==> src/rtl/pwm_multi_if.sv <==
`default_nettype none
// +----------------------------------------------------------------------------+
// | pwm_multi_if : configuration handshake bundle for pwm_multi                |
// | Optional macro: PWM_DEADTIME_EN adds the dead_time_i field.                |
// | Revision: 1.0                                                              |
// +----------------------------------------------------------------------------+
interface pwm_multi_if #(
  parameter int WIDTH = 32,
  parameter int N_CH  = 4
`ifdef PWM_DEADTIME_EN
  , parameter int DT_W = 8
`endif
);
  logic                  cfg_valid_i;
  logic                  cfg_ready_o;
  logic [WIDTH-1:0]      incr_i;
  logic [N_CH*WIDTH-1:0] duty_i;
  logic [N_CH*WIDTH-1:0] phase_i;
  logic [N_CH-1:0]       en_i;
`ifdef PWM_DEADTIME_EN
  logic [DT_W-1:0]       dead_time_i;
`endif

  modport master (
    input  cfg_ready_o,
`ifdef PWM_DEADTIME_EN
    output dead_time_i,
`endif
    output cfg_valid_i, incr_i, duty_i, phase_i, en_i
  );

  modport slave (
    output cfg_ready_o,
`ifdef PWM_DEADTIME_EN
    input  dead_time_i,
`endif
    input  cfg_valid_i, incr_i, duty_i, phase_i, en_i
  );
endinterface
`default_nettype wire

==> src/rtl/pwm_multi.sv <==
`default_nettype none
// +----------------------------------------------------------------------------+
// | pwm_multi : N-channel PWM sharing one phase accumulator, double-buffered   |
// | config applied at accumulator wrap. Optional macro: PWM_DEADTIME_EN        |
// | (complementary outputs with dead-time insertion).                          |
// | Revision: 1.0                                                              |
// +----------------------------------------------------------------------------+
module pwm_multi #(
  parameter int WIDTH = 32,
  parameter int N_CH  = 4
`ifdef PWM_DEADTIME_EN
  , parameter int DT_W = 8
`endif
) (
  input  wire             clk,
  input  wire             resetn,
  pwm_multi_if.slave      cfg,
  output logic [N_CH-1:0] pwm_o,
`ifdef PWM_DEADTIME_EN
  output logic [N_CH-1:0] pwm_n_o,
`endif
  output logic            wrap_o
);

  typedef enum logic [0:0] {
    ST_IDLE = 1'b0,
    ST_PEND = 1'b1
  } state_t;

  state_t                r_state;
  state_t                w_state_nxt;
  logic                  w_accept;
  logic                  w_apply;

  logic [WIDTH-1:0]      r_acc;
  logic [WIDTH-1:0]      r_incr_act;
  logic [WIDTH-1:0]      r_incr_shd;
  logic [N_CH*WIDTH-1:0] r_duty_act;
  logic [N_CH*WIDTH-1:0] r_duty_shd;
  logic [N_CH*WIDTH-1:0] r_phase_act;
  logic [N_CH*WIDTH-1:0] r_phase_shd;
  logic [N_CH-1:0]       r_en_act;
  logic [N_CH-1:0]       r_en_shd;
  logic                  r_wrap;

  logic [WIDTH:0]        w_acc_sum;
  logic                  w_wrap;
  logic [N_CH-1:0]       w_raw;

  assign w_acc_sum = {1'b0, r_acc} + {1'b0, r_incr_act};
  assign w_wrap    = w_acc_sum[WIDTH];

  // With incr_act==0 no wrap can ever come, so a pending update goes in at once.
  always_comb begin
    w_state_nxt = r_state;
    w_accept    = 1'b0;
    w_apply     = 1'b0;
    case (r_state)
      ST_IDLE: begin
        if (cfg.cfg_valid_i) begin
          w_accept    = 1'b1;
          w_state_nxt = ST_PEND;
        end
      end
      ST_PEND: begin
        if (w_wrap || (r_incr_act == '0)) begin
          w_apply     = 1'b1;
          w_state_nxt = ST_IDLE;
        end
      end
      default: w_state_nxt = ST_IDLE;
    endcase
  end

  assign cfg.cfg_ready_o = (r_state == ST_IDLE);

  always_ff @(posedge clk or negedge resetn) begin
    if (!resetn) begin
      r_state     <= ST_IDLE;
      r_acc       <= '0;
      r_wrap      <= 1'b0;
      r_incr_act  <= '0;
      r_duty_act  <= '0;
      r_phase_act <= '0;
      r_en_act    <= '0;
      r_incr_shd  <= '0;
      r_duty_shd  <= '0;
      r_phase_shd <= '0;
      r_en_shd    <= '0;
    end else begin
      r_state <= w_state_nxt;
      r_acc   <= w_acc_sum[WIDTH-1:0];
      r_wrap  <= w_wrap;
      if (w_accept) begin
        r_incr_shd  <= cfg.incr_i;
        r_duty_shd  <= cfg.duty_i;
        r_phase_shd <= cfg.phase_i;
        r_en_shd    <= cfg.en_i;
      end
      if (w_apply) begin
        r_incr_act  <= r_incr_shd;
        r_duty_act  <= r_duty_shd;
        r_phase_act <= r_phase_shd;
        r_en_act    <= r_en_shd;
      end
    end
  end

  assign wrap_o = r_wrap;

  for (genvar k = 0; k < N_CH; k++) begin : g_ch
    logic [WIDTH-1:0] w_cnt;
    assign w_cnt    = r_acc + r_phase_act[k*WIDTH +: WIDTH];
    assign w_raw[k] = r_en_act[k] & (w_cnt < r_duty_act[k*WIDTH +: WIDTH]);
  end

`ifdef PWM_DEADTIME_EN
  // Any raw edge drops both outputs; the new side is released once the counter expires.
  for (genvar k = 0; k < N_CH; k++) begin : g_dt
    logic            r_prev;
    logic            r_p;
    logic            r_n;
    logic [DT_W-1:0] r_dt_cnt;
    logic            w_tgt_p;
    logic            w_tgt_n;

    assign w_tgt_p = w_raw[k];
    assign w_tgt_n = r_en_act[k] & ~w_raw[k];

    always_ff @(posedge clk or negedge resetn) begin
      if (!resetn) begin
        r_prev   <= 1'b0;
        r_p      <= 1'b0;
        r_n      <= 1'b0;
        r_dt_cnt <= '0;
      end else begin
        r_prev <= w_raw[k];
        if (w_raw[k] != r_prev) begin
          r_dt_cnt <= cfg.dead_time_i;
          if (cfg.dead_time_i == '0) begin
            r_p <= w_tgt_p;
            r_n <= w_tgt_n;
          end else begin
            r_p <= 1'b0;
            r_n <= 1'b0;
          end
        end else if (r_dt_cnt != '0) begin
          r_dt_cnt <= r_dt_cnt - DT_W'(1);
          if (r_dt_cnt == DT_W'(1)) begin
            r_p <= w_tgt_p;
            r_n <= w_tgt_n;
          end
        end else begin
          r_p <= w_tgt_p;
          r_n <= w_tgt_n;
        end
      end
    end

    assign pwm_o[k]   = r_p;
    assign pwm_n_o[k] = r_n;
  end
`else
  logic [N_CH-1:0] r_pwm;

  always_ff @(posedge clk or negedge resetn) begin
    if (!resetn) begin
      r_pwm <= '0;
    end else begin
      r_pwm <= w_raw;
    end
  end

  assign pwm_o = r_pwm;
`endif

endmodule
`default_nettype wire
==> src/flat_wrapper.sv <==
// flat-port wrapper written by rule: the top's interface ports become plain ports
module pwm_multi_flat 
#(
  parameter int WIDTH = 32,
  parameter int N_CH  = 4

)
  (clk, resetn, pwm_o, wrap_o, cfg_cfg_ready_o, cfg_cfg_valid_i, cfg_incr_i, cfg_duty_i, cfg_phase_i, cfg_en_i);
  pwm_multi_if #(.WIDTH(WIDTH), .N_CH(N_CH)) cfg_i ();
  input  wire clk;
  input  wire resetn;
  output logic [N_CH-1:0] pwm_o;
  output logic wrap_o;
  output wire logic [$bits(cfg_i.cfg_ready_o)-1:0] cfg_cfg_ready_o;
  input wire logic [$bits(cfg_i.cfg_valid_i)-1:0] cfg_cfg_valid_i;
  input wire logic [$bits(cfg_i.incr_i)-1:0] cfg_incr_i;
  input wire logic [$bits(cfg_i.duty_i)-1:0] cfg_duty_i;
  input wire logic [$bits(cfg_i.phase_i)-1:0] cfg_phase_i;
  input wire logic [$bits(cfg_i.en_i)-1:0] cfg_en_i;
  assign cfg_cfg_ready_o = cfg_i.cfg_ready_o;
  assign cfg_i.cfg_valid_i = cfg_cfg_valid_i;
  assign cfg_i.incr_i = cfg_incr_i;
  assign cfg_i.duty_i = cfg_duty_i;
  assign cfg_i.phase_i = cfg_phase_i;
  assign cfg_i.en_i = cfg_en_i;
  pwm_multi #(.WIDTH(WIDTH), .N_CH(N_CH)) u_core (.clk(clk), .resetn(resetn), .cfg(cfg_i), .pwm_o(pwm_o), .wrap_o(wrap_o));
endmodule
==> config.mk <==
export PLATFORM = sky130hd
export DESIGN_NAME = pwm_multi_flat
export DESIGN_NICKNAME = d
export VERILOG_FILES = /design/src/rtl/pwm_multi_if.sv /design/src/rtl/pwm_multi.sv /design/src/flat_wrapper.sv
export SDC_FILE = /design/constraint.sdc
export NUM_CORES = 1
export LEC_CHECK = 0
export CAP_MARGIN = 15
export CORE_MARGIN = 3
export CORE_UTILIZATION = 40
export DETAILED_ROUTE_END_ITERATION = 12
export PLACE_DENSITY = 0.66
export SYNTH_ARGS = -nofsm -noshare
export SYNTH_HDL_FRONTEND = slang
export SYNTH_SLANG_ARGS = --single-unit
==> constraint.sdc <==
create_clock -name clk -period 5.6 [get_ports clk]
set_clock_uncertainty 0.15 [all_clocks]
set_input_delay 0.84 -clock clk [delete_from_list [all_inputs] [get_ports clk]]
set_output_delay 0.84 -clock clk [all_outputs]
set_load 0.03 [all_outputs]
# Word-level counts from Yosys, hierarchy flattened
# Index checks and enable logic that the tools add are counted.
# totals
input_bits,295
register_bits,622
out_inout_bits,6
wordCells,34
# classes
n_bitwise,5
reduce_logical,2
n_addsub,5
order_cmp,4
muxes,6
# ops
operator,count
adder 32 bit,4
< comparator 32 bit,4
adder 32 x 32 -> 33 bit,1
zero test 32 bit,1
2-to-1 mux 1 bit,5
AND 1 bit,4
case mux 1 bit (2 select lines),1
logical OR 1 bit,1
NOT 1 bit,1

# Logic depth before layout (Yosys ltp)
# logic_depth
word_depth,4
depth_mapped,20

# Worst setup path after synthesis
# Ideal clock, no wire load.
# synth_timing
kind,reg-to-reg
from,register u_core.r_acc[1]
to,"register u_core.r_pwm[0], in the netlist u_core.pwm_o[0]"
n_path_buf,0
setup_slack_ps,1648
t_required_ps,5325
arrival_time_ps,3677
stages_incl_launch_ff,19
cell_sequence,dfrtp_1 inv_1 fa_1 nor2b_1 o21ai_0 a2111oi_0 a211oi_1 nand2b_1 o211ai_1 a21oi_1 xor2_1 ha_1 nor2b_1 o21ai_0 a21oi_1 o21ai_0 nand2b_1 a221o_1 a2111oi_0
# synth_between
elab_chain_len,3
# synth_rtl
element,line,rtl
"start, declared",pwm_multi.sv:35,logic [WIDTH-1:0] r_acc;
"start signal, assigned",pwm_multi.sv:92,r_acc <= w_acc_sum[WIDTH-1:0];
adder 32 bit,pwm_multi.sv:113,assign w_cnt = r_acc + r_phase_act[k*WIDTH +: WIDTH];
< comparator 32 bit,pwm_multi.sv:114,assign w_raw[k] = r_en_act[k] & (w_cnt < r_duty_act[k*WIDTH +: WIDTH]);
AND 1 bit,pwm_multi.sv:114,
via u_core.w_raw[0],pwm_multi.sv:48,logic [N_CH-1:0] w_raw;
"end signal, assigned",pwm_multi.sv:170,r_pwm <= w_raw;
"end, declared",pwm_multi.sv:164,logic [N_CH-1:0] r_pwm;
# The timed path passes the listed nets, and every way through them passes these cells.
# A chain may end at the register's enable or synchronous reset.

# Final worst setup path
# layout_timing
from,register u_core.r_acc[10]
to,"register u_core.r_pwm[1], in the netlist u_core.pwm_o[1]"
# The elaborated chain is that of the path after synthesis.

==> run_results.csv <==
group,metric,value,unit
die,start_util,40.6,%
sta,fin_crit_sh,81.0,%
critical_path,crit_family,"compound AO/OA/AOI/OAI gates",
routing,drt_iter0_markers,1295,
critical_path,slowest_stage,"dfrtp_1",
sta,finalSetupViolations,0,
synth,yosysUniqueCellTypes,75,
layout,syn_to_final_growth,19.1,%
global_route,grt.total_usage,19.6,%
placed_design,place_congestion,0.892,
routing,drc_errors,0,
global_route,grt_pass1_wl,136,mm
synth,ys.flop_type,"dfrtp_1",
sta,clock.fmax,220,MHz
run_status,status,"complete, no violations",
global_route,grt_max_degree,126,
die,io_pins,301,
critical_path,arrival,4.89,ns
die,dieWidth,298,µm
synth,syn_area,34000,µm²
critical_path,worst-path-max-fanout,5,
routing,wl_per_cell,20.0,µm
critical_path,cpMostUsedCell,"a21oi_1",
placed_design,dpl.hpwl,64.9,mm
synth,yosys_warnings,0,
critical_path,path_buf_inv,0,
critical_path,slowest_delay,0.64,ns
sta,slew_headroom,32.7,%
layout,multi_input_area,17100,µm²
layout,drive_above_1_share,14.6,%
layout,regArea,15600,µm²
placed_design,dp_worst_setup_slack,1.06,ns
critical_path,end_kind,"flop",
die,die-area,88700,µm²
critical_path,crit_chain,"ha_1 > a21oi_1 > nor2b_1 > or4_1 > o22ai_1 > or4_1 > a21boi_0 > a21bo_2 > xor2_1 > ha_1 > a21o_1 > a21o_1 > a21oi_1 > nor2b_1 > o21ai_0 > a21oi_1 > nor4b_1",
die,die_y,298,µm
clocking,cts-resized-gates,0,
synth,synth_edf_count,0,
placed_design,port_buffers,300,
global_route,antenna_found_initial,8,
clocking,clockBufferDepth,3,
synth,seq_area_frac_synth,45.7,%
global_route,grt_pass1_vias,23295,
clocking,cts_tree,"done",
layout,fillers,7529,
routing,wl,87.2,mm
synth,synth_area_per_cell,11.9,µm²
synth,syn_inst,2862,
sta,worst_slack,1.06,ns
sta,finalHoldViolations,0,
sta,rsz0062_at_grt,"no",
die,placementRows,106,
routing,first_pass_iters,5,
routing,routed_via_density,5.21,
clocking,cts_num_sinks,622,
clocking,path_clk_slew,0.06,ns
clocking,cts_hold_buf,0,
hold_path,hold_path_class,"in2async",
layout,nets,3749,
sta,drv_slew,0,
global_route,grt.overflow.total,0,
sta,fin_tns_setup,0,ns
layout,final_core_util,48.3,%
synth,ys_seq_elements,622,
job,maxCapViolCount,0,
routing,ant_nets,0,
synth,async_flop_share,100,%
clocking,cts_buffers,72,
clocking,h-tree-depth,3,
critical_path,worst_ep_required_time,5.95,ns
critical_path,critPathKind,"reg2reg",
clocking,post_cts_buffers,0,
sta,min_period,4.54,ns
routing,vias,22704,
critical_path,worst_setup_path_start_kind,"flop",
sta,holdWs,0.145,ns
sta,worstMarginPinSlew,1.01,ns
synth,syn_nets,3442,
clocking,cts_root_buf,"clkbuf_16",
die,core_area,84000,µm²
clocking,clock_latency,0.62,ns
flip-flops by register name, indices dropped and copies added, names as in the netlist:
| name | flops |
|---|---|
| u_core.r_incr_shd | 32 |
| u_core.r_en_act | 4 |
| u_core.r_phase_act | 128 |
| u_core.r_en_shd | 4 |
| u_core.r_duty_shd | 128 |
| u_core.wrap_o | 1 |
| u_core.r_incr_act | 32 |
| u_core.pwm_o | 4 |
| u_core.r_phase_shd | 128 |
| u_core.r_state | 1 |
| u_core.r_acc | 32 |
| u_core.r_duty_act | 128 |
layout by cell type, fill, tap and decap left out, drive strengths merged, types with 88 or more instances in the layout:
cell           netlist  layout
a21o                91      91
a21oi              201     201
clkbuf              56      97
clkdlybuf4s50        0     299
dfrtp              622     622
ha                 280     280
inv                167     173
mux2               585     585
nand2               95      95
nor2               100     100
o21ai              101     101
xnor2               88      88
cell type report:
type	count	area share, %
Multi-Input combinational cell	1983	42.1
Sequential cell	622	38.4
Timing Repair Buffer	323	8.24
Clock buffer	97	5.12
Tap cell	1134	3.50
Inverter	167	1.55
Clock inverter	33	1.06
Antenna cell	2	0.0123
worst register-to-register path, stage by stage (launching register included):
cell	delay, ns
dfrtp_1	0.64
ha_1	0.38
a21oi_1	0.31
nor2b_1	0.07
or4_1	0.39
o22ai_1	0.33
or4_1	0.20
a21boi_0	0.15
a21bo_2	0.26
xor2_1	0.23
ha_1	0.29
a21o_1	0.16
a21o_1	0.16
a21oi_1	0.15
nor2b_1	0.06
o21ai_0	0.14
a21oi_1	0.08
nor4b_1	0.27
layer usage:
metal  track usage [%]  vias up  part of all wire, %
met5                 0        -                0.079
met4              6.12       10                  2.9
met3              3.34      127                  4.4
met2              31.8      450                   46
met1              26.9    11125                   47
li1                  -    10992                    -
worst paths after layout:
| kind | startpoint | end | slack [ns] | cells after the start |
|---|---|---|---|---|
| worst min-delay path | resetn | u_core.r_duty_shd[82]$_DFFE_PN0P_ | 0.15 | 1 |
| worst min register to register | u_core.r_duty_shd[120]$_DFFE_PN0P_ | u_core.r_duty_act[120]$_DFFE_PN0P_ | 0.33 | 1 |
| min in group clk | u_core.r_duty_shd[120]$_DFFE_PN0P_ | u_core.r_duty_act[120]$_DFFE_PN0P_ | 0.33 | 1 |
| worst max register to register | u_core.r_acc[10]$_DFF_PN0_ | u_core.pwm_o[1]$_DFF_PN0_ | 1.06 | 17 |
| worst max-delay path | u_core.r_acc[10]$_DFF_PN0_ | u_core.pwm_o[1]$_DFF_PN0_ | 1.06 | 17 |
| max in group asynchronous | resetn | u_core.r_phase_shd[32]$_DFFE_PN0P_ | 3.97 | 2 |
through the flow:
step | cell area (µm²) | instances
6_report | 40600 | 4361
5_1_grt | 40600 | 4360
4_1_cts | 40600 | 4359
3_5_place_dp | 38000 | 4229
3_3_place_gp | 38000 | 4229
2_1_floorplan | 34000 | 2862
synth_stat cells (all sizes together), types with 27 or more instances:
cell    instances  area share, %
dfrtp         622             46
mux2          585             19
ha            280             10
a21oi         201            3.0
inv           167            1.8
o21ai         101            1.5
nor2          100            1.1
nand2          95            1.0
a21o           91            2.0
xnor2          88            2.3
clkbuf         56           0.62
xor2           56            1.4
nand4          43           0.79
buf            34            1.6
nand3          31           0.46
nor2b          31           0.57
o21a           27           0.60
cell families after synthesis:
kind of cell / share of synthesized area (%)
buffers and inverters: 4.10
AND/OR/NAND/NOR: 5.98
flip-flops: 45.7
multiplexers: 19.4
XOR/XNOR: 3.70
adder cells (fa/ha/maj): 10.6
AO/OA/AOI/OAI: 10.5
Power is not shown: default switching activity piles up to over one toggle a cycle in this logic, so the estimate is an artifact.
